<file path="config.mk">
export PLATFORM = sky130hd
export DESIGN_NAME = alu_rs
export DESIGN_NICKNAME = d
export VERILOG_FILES = /design/src/rtl/alu_rs.sv
export SDC_FILE = /design/constraint.sdc
export NUM_CORES = 2
export LEC_CHECK = 0
export CAP_MARGIN = 15
export CORE_ASPECT_RATIO = 1.5
export CORE_MARGIN = 2
export CORE_UTILIZATION = 49
export DETAILED_ROUTE_END_ITERATION = 8
export PLACE_DENSITY = 0.76
export SETUP_SLACK_MARGIN = 0.4
export SKIP_CTS_REPAIR_TIMING = 1
export SYNTH_ARGS = -nofsm -noshare
export SYNTH_HDL_FRONTEND = slang
export SYNTH_SLANG_ARGS = --single-unit
</file>
<file path="constraint.sdc">
create_clock -name clk_in -period 7.45 [get_ports clk_in]
set_clock_uncertainty 0.05 [all_clocks]
set_input_delay 0.745 -clock clk_in [delete_from_list [all_inputs] [get_ports clk_in]]
set_output_delay 0.745 -clock clk_in [all_outputs]
set_load 0.02 [all_outputs]
</file>
<file path="src/rtl/alu_rs.sv">
// alu_rs: 2^RS_WIDTH-entry ALU reservation station with CDB wakeup and lowest-index dispatch.
// Define ALU_RS_ISSUE_FWD_EN to capture a same-cycle CDB result into an operand being issued.
`ifndef ROB_WIDTH
`define ROB_WIDTH 4
`endif

module alu_rs #(
    parameter int RS_WIDTH = 3
) (
    input  logic                  clk_in,
    input  logic                  rst_in,
    input  logic                  rdy_in,
    input  logic                  clear,
    input  logic                  issue_valid,
    input  logic [4:0]            issue_op,
    input  logic [`ROB_WIDTH-1:0] issue_rob_id,
    input  logic [31:0]           issue_vj,
    input  logic [31:0]           issue_vk,
    input  logic [`ROB_WIDTH-1:0] issue_qj,
    input  logic [`ROB_WIDTH-1:0] issue_qk,
    input  logic                  issue_rj,
    input  logic                  issue_rk,
    input  logic [31:0]           issue_true_jaddr,
    input  logic [31:0]           issue_false_jaddr,
    output logic                  full,
    input  logic                  alu_ready,
    input  logic [`ROB_WIDTH-1:0] alu_rob_id,
    input  logic [31:0]           alu_value,
    input  logic                  lsb_ready,
    input  logic [`ROB_WIDTH-1:0] lsb_rob_id,
    input  logic [31:0]           lsb_value,
    output logic                  calc_enable,
    output logic [31:0]           lhs,
    output logic [31:0]           rhs,
    output logic [4:0]            op,
    output logic [`ROB_WIDTH-1:0] rob_dep,
    output logic [31:0]           true_jaddr,
    output logic [31:0]           false_jaddr
);
    localparam int N = 1 << RS_WIDTH;

    logic [N-1:0]            busy_q, busy_d, rj_q, rj_d, rk_q, rk_d;
    logic [4:0]              op_q [N], op_d [N];
    logic [31:0]             vj_q [N], vj_d [N], vk_q [N], vk_d [N];
    logic [31:0]             tj_q [N], tj_d [N], fj_q [N], fj_d [N];
    logic [`ROB_WIDTH-1:0]   qj_q [N], qj_d [N], qk_q [N], qk_d [N], rob_q [N], rob_d [N];
    logic [RS_WIDTH-1:0]     free_idx, disp_idx;
    logic                    disp_found;
    logic                    calc_q, calc_d;
    logic [31:0]             lhs_q, lhs_d, rhs_q, rhs_d, tja_q, tja_d, fja_q, fja_d;
    logic [4:0]              op_out_q, op_out_d;
    logic [`ROB_WIDTH-1:0]   dep_q, dep_d;

    assign full        = &busy_q;
    assign calc_enable = calc_q;
    assign lhs         = lhs_q;
    assign rhs         = rhs_q;
    assign op          = op_out_q;
    assign rob_dep     = dep_q;
    assign true_jaddr  = tja_q;
    assign false_jaddr = fja_q;

    // Descending scan leaves the lowest matching index selected.
    always_comb begin
        free_idx   = '0;
        disp_idx   = '0;
        disp_found = 1'b0;
        for (int i = N - 1; i >= 0; i--) begin
            if (!busy_q[i]) free_idx = RS_WIDTH'(i);
            if (busy_q[i] && rj_q[i] && rk_q[i]) begin
                disp_idx   = RS_WIDTH'(i);
                disp_found = 1'b1;
            end
        end
    end

    always_comb begin
        busy_d   = busy_q;
        rj_d     = rj_q;
        rk_d     = rk_q;
        op_d     = op_q;
        vj_d     = vj_q;
        vk_d     = vk_q;
        qj_d     = qj_q;
        qk_d     = qk_q;
        rob_d    = rob_q;
        tj_d     = tj_q;
        fj_d     = fj_q;
        calc_d   = calc_q;
        lhs_d    = lhs_q;
        rhs_d    = rhs_q;
        op_out_d = op_out_q;
        dep_d    = dep_q;
        tja_d    = tja_q;
        fja_d    = fja_q;
        if (rdy_in) begin
            for (int i = 0; i < N; i++) begin
                if (busy_q[i] && !rj_q[i] && alu_ready && qj_q[i] == alu_rob_id) begin
                    vj_d[i] = alu_value;
                    rj_d[i] = 1'b1;
                end else if (busy_q[i] && !rj_q[i] && lsb_ready && qj_q[i] == lsb_rob_id) begin
                    vj_d[i] = lsb_value;
                    rj_d[i] = 1'b1;
                end
                if (busy_q[i] && !rk_q[i] && alu_ready && qk_q[i] == alu_rob_id) begin
                    vk_d[i] = alu_value;
                    rk_d[i] = 1'b1;
                end else if (busy_q[i] && !rk_q[i] && lsb_ready && qk_q[i] == lsb_rob_id) begin
                    vk_d[i] = lsb_value;
                    rk_d[i] = 1'b1;
                end
            end
            if (disp_found) busy_d[disp_idx] = 1'b0;
            if (issue_valid && !full) begin
                busy_d[free_idx] = 1'b1;
                op_d[free_idx]   = issue_op;
                rob_d[free_idx]  = issue_rob_id;
                vj_d[free_idx]   = issue_vj;
                vk_d[free_idx]   = issue_vk;
                qj_d[free_idx]   = issue_qj;
                qk_d[free_idx]   = issue_qk;
                rj_d[free_idx]   = issue_rj;
                rk_d[free_idx]   = issue_rk;
                tj_d[free_idx]   = issue_true_jaddr;
                fj_d[free_idx]   = issue_false_jaddr;
`ifdef ALU_RS_ISSUE_FWD_EN
                if (!issue_rj && alu_ready && issue_qj == alu_rob_id) begin
                    vj_d[free_idx] = alu_value;
                    rj_d[free_idx] = 1'b1;
                end else if (!issue_rj && lsb_ready && issue_qj == lsb_rob_id) begin
                    vj_d[free_idx] = lsb_value;
                    rj_d[free_idx] = 1'b1;
                end
                if (!issue_rk && alu_ready && issue_qk == alu_rob_id) begin
                    vk_d[free_idx] = alu_value;
                    rk_d[free_idx] = 1'b1;
                end else if (!issue_rk && lsb_ready && issue_qk == lsb_rob_id) begin
                    vk_d[free_idx] = lsb_value;
                    rk_d[free_idx] = 1'b1;
                end
`endif
            end
            calc_d   = disp_found && !clear;
            lhs_d    = calc_d ? vj_q[disp_idx] : '0;
            rhs_d    = calc_d ? vk_q[disp_idx] : '0;
            op_out_d = calc_d ? op_q[disp_idx] : '0;
            dep_d    = calc_d ? rob_q[disp_idx] : '0;
            tja_d    = calc_d ? tj_q[disp_idx] : '0;
            fja_d    = calc_d ? fj_q[disp_idx] : '0;
            if (clear) busy_d = '0;
        end
    end

    always_ff @(posedge clk_in) begin
        if (rst_in) begin
            busy_q   <= '0;
            calc_q   <= 1'b0;
            lhs_q    <= '0;
            rhs_q    <= '0;
            op_out_q <= '0;
            dep_q    <= '0;
            tja_q    <= '0;
            fja_q    <= '0;
        end else begin
            busy_q   <= busy_d;
            calc_q   <= calc_d;
            lhs_q    <= lhs_d;
            rhs_q    <= rhs_d;
            op_out_q <= op_out_d;
            dep_q    <= dep_d;
            tja_q    <= tja_d;
            fja_q    <= fja_d;
        end
    end

    always_ff @(posedge clk_in) begin
        rj_q  <= rj_d;
        rk_q  <= rk_d;
        op_q  <= op_d;
        vj_q  <= vj_d;
        vk_q  <= vk_d;
        qj_q  <= qj_d;
        qk_q  <= qk_d;
        rob_q <= rob_d;
        tj_q  <= tj_d;
        fj_q  <= fj_d;
    end
endmodule
</file>
==> results by group <==
Timing
  • Rel. slew slack: 0.177
  • Final Hold Fails: 0
  • RSZ-0062 raised after global routing: false
  • Final setup violation count: 0
  • Worst slew pin tran: roughly 1200 ps
  • Fmax: 230 MHz
  • Minimum clock period: roughly 4300 ps
  • Setup_tns: 0 ps
  • Tcrit/Tclk final: 0.583
  • Fin. max-slew vios: 0

Synthesis
  • Post-synthesis sequential area ratio: 0.574
  • Yosys reg bits: ~1.3k
  • Main flop type after synthesis: edfxtp_1
  • Synth warnings: 0
  • Post-Syn Nets: just over 6k
  • Mean Syn Cell Area: roughly 11 µm²
  • EDFF count, synth: between 1k and 1.5k
  • Synth Cell Area: approximately 67000 µm²
  • Post-synthesis instance total: about 6k
  • Async SR Flop Fraction: 0
  • Number of distinct library cells after synthesis: 54

Critical path
  • Crit path DAT: approximately 5000 ps
  • Crit Path Category: reg2reg
  • Worst setup SP type: flop
  • Worst path bufs/invs: 1
  • R2r worst-path depth: 7
  • Critical Path Start: busy_q[3]$_SDFFE_PP0P_
  • CP max FO: between 80 and 90
  • Setup crit end kind: flop
  • Worst-path cell chain: nand3_2 -> nand2_4 -> nand3_4 -> buf_12 -> nand2_1 -> nand3_1 -> a32o_1
  • RR Endpoint: rhs[9]$_SDFFE_PP0P_
  • Worst reg-to-reg setup slack: 3110 ps
  • CP max stage delay: between 900 and 1000 ps
  • Worst Path Required: 8060 ps
  • Delay-heaviest family, CP: simple AND/OR/NAND/NOR gates
  • Reg-to-Reg Start: busy_q[3]$_SDFFE_PP0P_
  • Crit path max-delay cell type: nand3_4

Floorplanning
  • Die X: about 300 µm
  • Core ar.: approximately 130000 µm²
  • Cell Rows: around 170
  • DIE HEIGHT: ~460 µm
  • Die area: between 100000 and 150000 µm²
  • IO Count: ~370
  • Initial Utilization: 0.494

Drt
  • DR WL/cell: 28.8 µm
  • Starting DRT DRC Count: between 5k and 6k
  • Drt drc: 0
  • Detail Route Antenna Nets: 0
  • Via density: about 6.6
  • Drt first pass iters: 8
  • Routed WL: between 200 and 250 mm
  • DR vias: between 50k and 60k

Power
  • Power, Total: roughly 16 mW
  • PD cells: between 200 and 250 nW/µm²
  • Leak Pwr: about 31 nW
  • Maximum vdd drop: approximately 0.00027 V

Place
  • I/O Buffers: roughly 360
  • DP HPWL: between 100 and 150 mm
  • Routability Congestion: around 0.86
  • Post-DP Area: between 70000 and 80000 µm²

Clock network
  • Clock buffer depth: 3
  • CTS Root Cell: clkbuf_16
  • H-tree depth: 4
  • TritonCTS clock tree: built
  • Later-pin clock latency in the skew report: slightly above 800 ps
  • CTS buffer count: 130
  • CTS sink cnt: approximately 1.3k
  • Worst-path clk slew: 60 ps

Final layout
  • Share of cells above drive strength 1: 0.0781
  • Final nets: about 6.1k
  • Layout area overhead: 12.9%
  • Post-layout instance area: around 75000 µm²

Global routing
  • Global route total overflow: 0
  • Largest net degree at the start of global routing: roughly 170
  • Antenna violations before repair: 50
  • Number of global-route vias before repair: 51.4k
  • Global-route wire length before repair: ~330 mm
  • GRT Total Usage: 0.313

Outcome
  • Status: completed

Flow run
  • Max cap viols: 0

Hold path
  • Hold Path Depth: 1
  • Worst Hold End: vj_q[246]$_DFFE_PP_
  • Worst Hold Class: in2reg
  • Hold Path Origin: rdy_in
==> layout make-up <==
| class | instances | area (µm²) |
|---|---|---|
| flip-flops and latches | 1322 | 38200 |
| repair buffers | 463 | 4470 |
| diodes | 17 | 42.5 |
| fillers | 11100 | 59600 |
| multi-input cells | 3924 | 25800 |
| inverters | 4 | 15.0 |
| clock inverters | 65 | 896 |
| well taps | 1753 | 2190 |
| clock buffers | 177 | 3590 |
==> sequential cells by signal, indices dropped and copies added (netlist names) <==
| register | count |
|---|---|
| fj_q | 256 |
| tj_q | 256 |
| vj_q | 256 |
| vk_q | 256 |
| op_q | 40 |
| false_jaddr | 32 |
| lhs | 32 |
| qj_q | 32 |
| qk_q | 32 |
| rhs | 32 |
| rob_q | 32 |
| true_jaddr | 32 |
| busy_q | 8 |
| rj_q | 8 |
| rk_q | 8 |
| op | 5 |
| rob_dep | 4 |
| calc_enable | 1 |
==> per-layer routing <==
metal / vias to the layer above / part of all wire / GRT usage
met1: 25100 / 0.35 / 0.367
met5: - / 0.0017 / 0
met3: 794 / 0.12 / 0.0886
met4: 54 / 0.055 / 0.178
li1: 21900 / - / -
met2: 3271 / 0.48 / 0.513
==> cell usage in the layout (no fill, tap or decap), types with 14 or more instances in the layout <==
master / n
a211oi_1: 387
a21o_1: 385
a21oi_1: 105
a32o_1: 136
buf_4: 92
clkbuf_1: 32
clkbuf_16: 131
clkbuf_8: 14
clkdlybuf4s50_1: 363
clkinv_2: 20
dfxtp_1: 146
diode_2: 17
edfxtp_1: 1176
mux2_2: 132
mux2i_1: 512
nand2_1: 627
nand3_1: 282
nand4_1: 32
nor2_1: 642
nor3_1: 31
o211a_1: 136
o21ai_0: 189
o22ai_1: 135
xnor2_1: 96
xor2_1: 32
==> power breakdown <==
group          total (mW)  internal (mW)  switching (mW)
Sequential           8.42           8.31           0.109
Clock                6.95           3.88            3.07
Combinational       0.954          0.404           0.549
==> synth_stat cells (3+ instances only) <==
cell / instances / share of area
edfxtp_1: 1176 / 0.53
nor2_1: 646 / 0.036
nand2_1: 628 / 0.035
mux2i_1: 512 / 0.077
a211oi_1: 387 / 0.044
a21o_1: 386 / 0.044
clkbuf_1: 376 / 0.021
nand3_1: 284 / 0.021
o21ai_0: 189 / 0.014
dfxtp_1: 146 / 0.044
a32o_1: 136 / 0.020
o211a_1: 136 / 0.020
o22ai_1: 135 / 0.013
mux2_2: 132 / 0.022
buf_1: 122 / 0.0069
a21oi_1: 107 / 0.0080
buf_2: 102 / 0.0077
xnor2_1: 96 / 0.013
nor3_1: 34 / 0.0026
nand4_1: 32 / 0.0030
xor2_1: 32 / 0.0042
buf_4: 18 / 0.0020
and3_1: 11 / 0.0010
buf_8: 10 / 0.0023
buf_6: 8 / 0.0014
and2_1: 6 / 0.00056
a31oi_1: 3 / 0.00028
clkbuf_2: 3 / 0.00023
inv_1: 3 / 0.00017
nand3b_1: 3 / 0.00034
==> cell families after synthesis <==
kind of cell,after synthesis,share of synthesized area
AO/OA/AOI/OAI,1493,0.165
XOR/XNOR,128,0.0168
buffers and inverters,644,0.0419
flip-flops,1322,0.574
multiplexers,644,0.0993
AND/OR/NAND/NOR,1659,0.103
==> metrics by stage <==
step | setup slack [ps] | util | hold slack (ps) | cells
2_1_floorplan | 97.2 | - | 458 | 5890
3_3_place_gp | 2790 | 0.524 | 397 | 7465
3_5_place_dp | 2710 | 0.524 | 407 | 7465
4_1_cts | 3200 | 0.558 | 194 | 7707
5_1_grt | 3050 | 0.558 | 229 | 7717
6_report | 3110 | 0.558 | 238 | 7725
==> worst max path at each step <==
stage | end | slack, ps | cells after the start
floorplan | fj_q[128]$_DFFE_PP_ | 100 | 3
global placement | vk_q[124]$_DFFE_PP_ | 2790 | 8
detailed placement | vk_q[123]$_DFFE_PP_ | 2710 | 8
CTS | rhs[8]$_SDFFE_PP0P_ | 3200 | 7
global route | rhs[9]$_SDFFE_PP0P_ | 3050 | 7
finish | rhs[9]$_SDFFE_PP0P_ | 3110 | 7
Note: power is estimated with default switching activity, not from simulation.
